$ cat src/rtl/pc_addr_seq.sv
// Registered PC/address sequencer: instruction fetch and data access over a req/ack
// handshake, with call/return stack and sticky error. Optional macro: ALIGN_CHECK_EN.
module pc_addr_seq #(
  parameter  int MEM_DEPTH   = 4096,
  parameter  int WORD_BYTES  = 2,
  parameter  int STACK_DEPTH = 8,
  localparam int ADDR_WIDTH  = $clog2(MEM_DEPTH * WORD_BYTES)
) (
  input  logic                  clk,
  input  logic                  rst,
  input  logic                  i_valid,
  input  logic [2:0]            i_mode,
  input  logic [31:0]           i_alu_addr,
  output logic                  o_ready,
  output logic                  o_req,
  input  logic                  i_mem_ack,
  output logic [ADDR_WIDTH-1:0] o_addr,
  output logic                  o_data_sel,
  output logic [31:0]           o_pc,
  output logic                  o_err
);

  localparam int          SPW  = $clog2(STACK_DEPTH + 1);
  localparam int          IDXW = (STACK_DEPTH > 1) ? $clog2(STACK_DEPTH) : 1;
  localparam logic [31:0] STEP = 32'(WORD_BYTES);

  typedef enum logic [1:0] {
    S_IDLE,
    S_FETCH,
    S_DECODE,
    S_DATA
  } state_t;

  typedef enum logic [2:0] {
    M_NEXT,
    M_JUMP,
    M_RET,
    M_DATA,
    M_CALL
  } mode_t;

  state_t          state_q;
  logic [31:0]     pc_q;
  logic [SPW-1:0]  sp_q;
  logic            err_q;
  logic [31:0]     stack_q [STACK_DEPTH];

  logic [31:0]     pc_inc;
  logic [31:0]     next_pc;
  logic [31:0]     top_val;
  logic [SPW-1:0]  sp_dec;
  logic [IDXW-1:0] push_idx;
  logic [IDXW-1:0] top_idx;
  logic            stack_full;
  logic            stack_empty;
  logic            addr_bad;
  logic            cmd_accept;
  logic            push_en;
  mode_t           mode_raw;
  mode_t           mode_eff;

  assign pc_inc      = pc_q + STEP;
  assign sp_dec      = sp_q - SPW'(1);
  assign push_idx    = sp_q[IDXW-1:0];
  assign top_idx     = sp_dec[IDXW-1:0];
  assign top_val     = stack_q[top_idx];
  assign stack_full  = (sp_q == SPW'(STACK_DEPTH));
  assign stack_empty = (sp_q == '0);
  assign cmd_accept  = (state_q == S_DECODE) && i_valid;

  always_comb begin
    mode_raw = M_NEXT;
    case (i_mode)
      3'd1:    mode_raw = M_JUMP;
      3'd2:    mode_raw = M_RET;
      3'd3:    mode_raw = M_DATA;
      3'd4:    mode_raw = M_CALL;
      default: mode_raw = M_NEXT;
    endcase
  end

  // A misaligned target demotes the command to a plain sequential step.
  always_comb begin
    addr_bad = 1'b0;
    mode_eff = mode_raw;
`ifdef ALIGN_CHECK_EN
    if ((mode_raw == M_JUMP || mode_raw == M_DATA || mode_raw == M_CALL) &&
        ((i_alu_addr & (STEP - 32'd1)) != 32'd0)) begin
      addr_bad = 1'b1;
      mode_eff = M_NEXT;
    end
`endif
  end

  always_comb begin
    next_pc = pc_inc;
    case (mode_eff)
      M_JUMP,
      M_CALL:  next_pc = i_alu_addr;
      M_RET:   next_pc = stack_empty ? pc_inc : top_val;
      M_DATA:  next_pc = pc_q;
      default: next_pc = pc_inc;
    endcase
  end

  assign push_en = cmd_accept && (mode_eff == M_CALL) && !stack_full;

  // Stack storage needs no reset: entries are only read below the pointer.
  always_ff @(posedge clk) begin
    if (push_en) begin
      stack_q[push_idx] <= pc_inc;
    end
  end

  always_ff @(posedge clk or negedge rst) begin
    if (!rst) begin
      state_q    <= S_IDLE;
      pc_q       <= '0;
      sp_q       <= '0;
      err_q      <= 1'b0;
      o_ready    <= 1'b0;
      o_req      <= 1'b0;
      o_addr     <= '0;
      o_data_sel <= 1'b0;
    end else begin
      case (state_q)
        S_IDLE: begin
          state_q    <= S_FETCH;
          o_req      <= 1'b1;
          o_addr     <= pc_q[ADDR_WIDTH-1:0];
          o_data_sel <= 1'b0;
        end

        S_FETCH: begin
          if (i_mem_ack) begin
            state_q <= S_DECODE;
            o_req   <= 1'b0;
            o_ready <= 1'b1;
          end
        end

        S_DECODE: begin
          if (i_valid) begin
            o_ready <= 1'b0;
            o_req   <= 1'b1;
            if (addr_bad) begin
              err_q <= 1'b1;
            end
            if (mode_eff == M_DATA) begin
              state_q    <= S_DATA;
              o_addr     <= i_alu_addr[ADDR_WIDTH-1:0];
              o_data_sel <= 1'b1;
            end else begin
              state_q    <= S_FETCH;
              pc_q       <= next_pc;
              o_addr     <= next_pc[ADDR_WIDTH-1:0];
              o_data_sel <= 1'b0;
            end
            if (mode_eff == M_CALL) begin
              if (stack_full) begin
                err_q <= 1'b1;
              end else begin
                sp_q <= sp_q + SPW'(1);
              end
            end
            if (mode_eff == M_RET) begin
              if (stack_empty) begin
                err_q <= 1'b1;
              end else begin
                sp_q <= sp_dec;
              end
            end
          end
        end

        S_DATA: begin
          if (i_mem_ack) begin
            state_q    <= S_FETCH;
            pc_q       <= pc_inc;
            o_addr     <= pc_inc[ADDR_WIDTH-1:0];
            o_data_sel <= 1'b0;
          end
        end

        default: begin
          state_q <= S_IDLE;
          o_req   <= 1'b0;
          o_ready <= 1'b0;
        end
      endcase
    end
  end

  assign o_pc  = pc_q;
  assign o_err = err_q;

  a_ready_req_excl: assert property (@(posedge clk) disable iff (!rst) !(o_ready && o_req));
  a_sp_bound:       assert property (@(posedge clk) disable iff (!rst) sp_q <= SPW'(STACK_DEPTH));

endmodule

$ cat config.mk
export PLATFORM = sky130hd
export DESIGN_NAME = pc_addr_seq
export DESIGN_NICKNAME = d
export VERILOG_FILES = /design/src/rtl/pc_addr_seq.sv
export SDC_FILE = /design/constraint.sdc
export NUM_CORES = 1
export LEC_CHECK = 0
export BUFFER_PORTS_ARGS = -buffer_cell sky130_fd_sc_hd__buf_2
export CORE_MARGIN = 5
export CORE_UTILIZATION = 42
export DETAILED_ROUTE_END_ITERATION = 6
export PLACE_DENSITY = 0.56
export SYNTH_ARGS = -nofsm -noshare
export SYNTH_HDL_FRONTEND = slang
export SYNTH_SLANG_ARGS = --single-unit
$ cat constraint.sdc
create_clock -name clk -period 7.1 [get_ports clk]
set_input_delay 1.065 -clock clk [delete_from_list [all_inputs] [get_ports clk]]
set_output_delay 1.065 -clock clk [all_outputs]
set_load 0.02 [all_outputs]
# Word-level counts from Yosys, hierarchy flattened
# Memory sizes are Yosys's and may differ from the RTL's.
# Index checks and enable logic that the tools add are counted.
# W data, S select, Z words.
# op_classes
n_addsub,3
n_eq_ne,16
mux,35
n_reduce_logical,17
# ops
op,n
$mux W32,4
$pmux W32 S2,2
$mux W13,3
$pmux W13 S3,1
$add A32 B2 Y32 const B,1
$mux W4,4
$eq A3 B2 Y1 const B,4
$mux W1,12
$pmux W3 S4,1
$reduce_and A3 Y1,4
$mux W2,4
$ne A2 B2 Y1 const B,4
$pmux W2 S4,1
$eq A3 B1 Y1 const B,2
$eq A3 B3 Y1 const B,2
$pmux W1 S3,2
$reduce_bool A3 Y1,2
$add A4 B1 Y4 const B,1
$eq A2 B2 Y1 const B,2
$eq A4 B4 Y1 const B,1
$logic_not A4 Y1,1
$reduce_and A4 Y1,1
$reduce_bool A2 Y1,2
$sub A4 B1 Y4 const B,1
other kinds (7),9
# word_totals
reg_bits,55
mem_bits_rw,256
in_bits,39
out_inout_bits,49
n_memories,1
# mem_list
name,words,word_bits,rd,rd_clocked_by_memory_dff,write_ports,line,text
stack_q,8,32,1,0,1,46,logic [31:0] stack_q [STACK_DEPTH];

# Depth between registers and ports, before layout
# logic_depth
word_depth,8
mapped_depth,13

# Least setup slack after synthesis
# Ideal clock, no wire load.
# synth_timing
path_kind,register to register
from,register sp_q[0]
to,"memory stack_q[1][0], enable pin"
arrival_time_ps,4242
required_ps,6639
path_slack_ps,2397
stages_incl_launch_ff,11
path_buffers,4
period_less_slack_ps,4703
cell_sequence,dfrtp_1 > buf_2 > buf_4 > buf_4 > clkinv_1 > ha_1 > clkbuf_1 > nor2b_1 > nand2_1 > nand3_1 > nor3_1
# synth_via
elab_chain_cells,5
# synth_lines
element,line,text
"start, declared",44,logic [SPW-1:0] sp_q;
"start signal, assigned",163,sp_q <= sp_q + SPW'(1);
"start signal, assigned",170,sp_q <= sp_dec;
$eq A4 B4 Y1,67,assign stack_full = (sp_q == SPW'(STACK_DEPTH));
$logic_not A1 Y1,106,assign push_en = cmd_accept && (mode_eff == M_CALL) && !stack_full;
$logic_and A1 B1 Y1,106,
$mux W1,110,if (push_en) begin
$mux W1 (implied by the code),111,stack_q[push_idx] <= pc_inc;
"end, declared",46,
# Parallel ways exist; a longest one is shown, timed or not.

# Worst setup path after layout
# layout_timing
from,register sp_q[0]
to,register pc_q[25] (netlist: o_pc[25])
# layout_via
elab_chain_cells,7
word_cells_on_any_way,8
classes_between,1 x add/sub; 5 x mux; 1 x reduce/logical; 1 x memory
# layout_lines
element,line,text
$sub A4 B1 Y4,63,assign sp_dec = sp_q - SPW'(1);
$mem_v2 Z8 W32,-,
$mux W32 *,100,M_RET: next_pc = stack_empty ? pc_inc : top_val;
$pmux W32 S2 *,97,case (mode_eff)
$mux W32 *,149,if (mode_eff == M_DATA) begin
$mux W32 *,143,if (i_valid) begin
$pmux W32 S2 *,126,case (state_q)
"end signal, assigned",155,pc_q <= next_pc;
"end signal, assigned",179,pc_q <= pc_inc;
"end, declared",43,logic [31:0] pc_q;
# Every way passes the cells marked *; elsewhere a longest branch is shown, timed or not. The select of a mux whose other input is x is not followed.
# A chain may end at the register's enable or synchronous reset.

==> run metrics <==
status=finished, final reports clean; worst hold-check path type=flop to flop; Max-slew headroom=roughly an eighth; share of cells above drive strength 1=between 20 and 25%; final setup fails=0; CTS Buffer Depth=3; design area=between 0.015 and 0.02 sq mm; Least-Margin Pin Slew=1.319 ns; H-tree depth=2; leak pwr=0.005506 uW; Mapped Cells=931; Initial DRT Pass Iterations=5; Area growth syn-to-layout=14.63%; fin crit period=3.991 ns; Pint=approximately 4000 uW; top-area cell type share of the netlist area=55.03%; initial antenna violation count=0; vias in the first global route=~9000; CTS root buf=clkbuf_16; PwrDens=approximately 380 mW/mm^2; Vias/cell=roughly 6.0; chip height=about 190 microns; I/O pin count=between 80 and 90; clock share of power=about 28%; Post-CTS Setup Inserts=0; top cell type by total area after synthesis=edfxtp_1; Comb pwr share=around 30%; Final #Nets=about 1100; count leader, synth=edfxtp_1; drt drc=0; final setup skew=between 0.015 and 0.02 ns; Congestion Overflow GR=0; number of synthesis warnings=0; part of the power in registers=about two fifths; Ant. Diodes=0; Starting Density=roughly 43%; # resized after CTS=0; die width=approximately 190 microns; crit path kind=flop to flop; GR Util All Layers=a little over a fifth; first-pass GRT wire length=between 50000 and 60000 microns; FFs w/ async S/R, synth=17.68%; Reg clk slew, reported paths=roughly 0.060 ns; WL per Instance=approximately 26 microns; achievable frequency=between 200 and 300 MHz; Clock Sinks=roughly 310; CP Data Required Time=7.48 ns; num rows=between 60 and 70; switching share of power=between 30% and 40%; placed cell areas=0.01493 sq mm; max-cap viol count=0; prevailing post-synth register cell=edfxtp_1; post-synthesis cell type count=72; post-synthesis sequential element count=approximately 310; final WL=around 39000 microns; drt initial violations=approximately 800; Post-Syn Area=approximately 0.014 sq mm; CTS buffer count=35; Setup TNS=0 ns; Final Max Tran Viols=0; syn avg cell area=about 15 sq um; final hold viol count=0; worst vdd ir=between 0.00015 and 0.0002 V; Post-synth EDFFs=roughly 260; CTS tree=built; Port Buffers=87; vias=approximately 9000; Commonest cells post-synth=edfxtp_1 (256), nand2_1 (67), mux4_2 (61); Arr. time, crit path=approximately 4.4 ns; top post-synthesis cells by area=edfxtp_1 (55%), dfrtp_1 (9.9%), mux4_2 (9.8%), nand2_1 (1.8%), xnor2_1 (1.3%); largest net degree at the start of global routing=56; HPWL after DPL=~24000 microns; Worst setup SP type=flop; GPL Wtd Cong=between 0.7 and 0.8; post-route ant nets=0; Setup crit end kind=flop; switching power of the nets=2049 uW; syn nets=around 980; crit path max fanout=48; die area=about 0.037 sq mm; hold_buf cts=0; Core Region=around 0.033 sq mm; final period utilization=56.21%; RSZ-0062 raised after global routing=false; register area share after synthesis=roughly 65%; clock network latency to the later pin of the worst-skew pair=0.51 ns
## state kept, by name, summed over array words and instances (netlist names)
| register | cells |
|---|---|
| stack_q | 256 |
| o_pc | 32 |
| o_addr | 13 |
| sp_q | 4 |
| state_q | 2 |
| o_data_sel | 1 |
| o_err | 1 |
| o_ready | 1 |
| o_req | 1 |
## stage by stage
step / instances / setup slack [ns] / util, % / hold WS [ns] / total power (uW)
floorplan: 931 / 2.397 / - / 0.5001 / 3760
detailed placement: 1420 / 3.059 / 45.65 / 0.4713 / 4359
global route: 1482 / 2.832 / 48.97 / 0.5080 / 6340
finish: 1482 / 3.109 / 48.97 / 0.4803 / 6045
global placement: 1420 / 3.139 / 45.65 / 0.4724 / 4337
CTS: 1482 / 3.047 / 48.97 / 0.4836 / 6081
## worst max-delay path: stages, from the launching register on
cell and delay (ns):
dfrtp_4 0.78, clkinv_1 0.40, ha_4 0.89, buf_4 0.45, mux4_2 0.34, mux2_2 0.27, a22oi_1 0.15, o21ai_0 0.09
or3b_2 0.49
## power groups by stage
stage / logic (uW) / registers (uW) / clock network [uW]
after floorplan: 1240 / 2520 / 0
after global placement: 1790 / 2540 / 0
after detailed placement: 1810 / 2550 / 0
after CTS: 1820 / 2510 / 1750
after global routing: 1970 / 2540 / 1830
final: 1810 / 2510 / 1720
## cells by family (layout without fill, tap and decap cells)
family	after synthesis	after routing	share of synthesized area, %
DFF	311	311	64.88
and+or+nand+nor	229	229	8.608
AOI/OAI and AO/OA	189	189	9.799
buffers and inverters	80	189	2.615
muxes	79	79	11.19
xor gates and xnor gates	35	35	2.194
adders and majority gates	8	8	0.7166
## metal layers
layer | part of all wire [%] | wire (microns) | global-route usage [%]
met5 | 0 | 0 | 0
met4 | 2.8 | 1084 | 6.226
met3 | 5.9 | 2295 | 3.455
met2 | 48 | 18570 | 33.22
met1 | 44 | 17120 | 30.49
## final cells by class
type                       count  area [sq um]
clock buffer                  45         955.9
clock inverter                17         131.4
fill                        2835         16690
inverter                      18         67.56
multi-input combinational    540          4638
sequential                   311          9067
tap                          442         553.0
timing repair buffer         109         600.6
## path summary, 6_finish.rpt
path	from	end	slack, ns	cells past startpoint
worst max-delay path	sp_q[0]	o_pc[25]	3.11	8
worst min-delay path	o_err	o_err	0.48	1
worst max register to register	sp_q[0]	o_pc[25]	3.11	8
worst min register to register	o_err	o_err	0.48	1
max in group asynchronous	rst	sp_q[0]	5.73	2
min in group asynchronous	rst	o_addr[5]	0.74	2
## cells in the final DEF (no fill, tap or decap), types with 14 or more instances in the layout
| cell type | instances |
|---|---|
| a221oi_1 | 14 |
| a22o_1 | 14 |
| inv_1 | 16 |
| edfxtp_1 | 256 |
| nand3_1 | 32 |
| dfrtp_1 | 54 |
| xor2_1 | 14 |
| buf_2 | 87 |
| nand2_1 | 67 |
| o221ai_1 | 16 |
| mux4_2 | 61 |
| nor3_1 | 14 |
| clkbuf_16 | 37 |
| o21ai_0 | 31 |
| a21oi_1 | 28 |
| nor2_1 | 29 |
| buf_4 | 22 |
| xnor2_1 | 20 |
No activity file was read; power rests on OpenSTA's default activity.
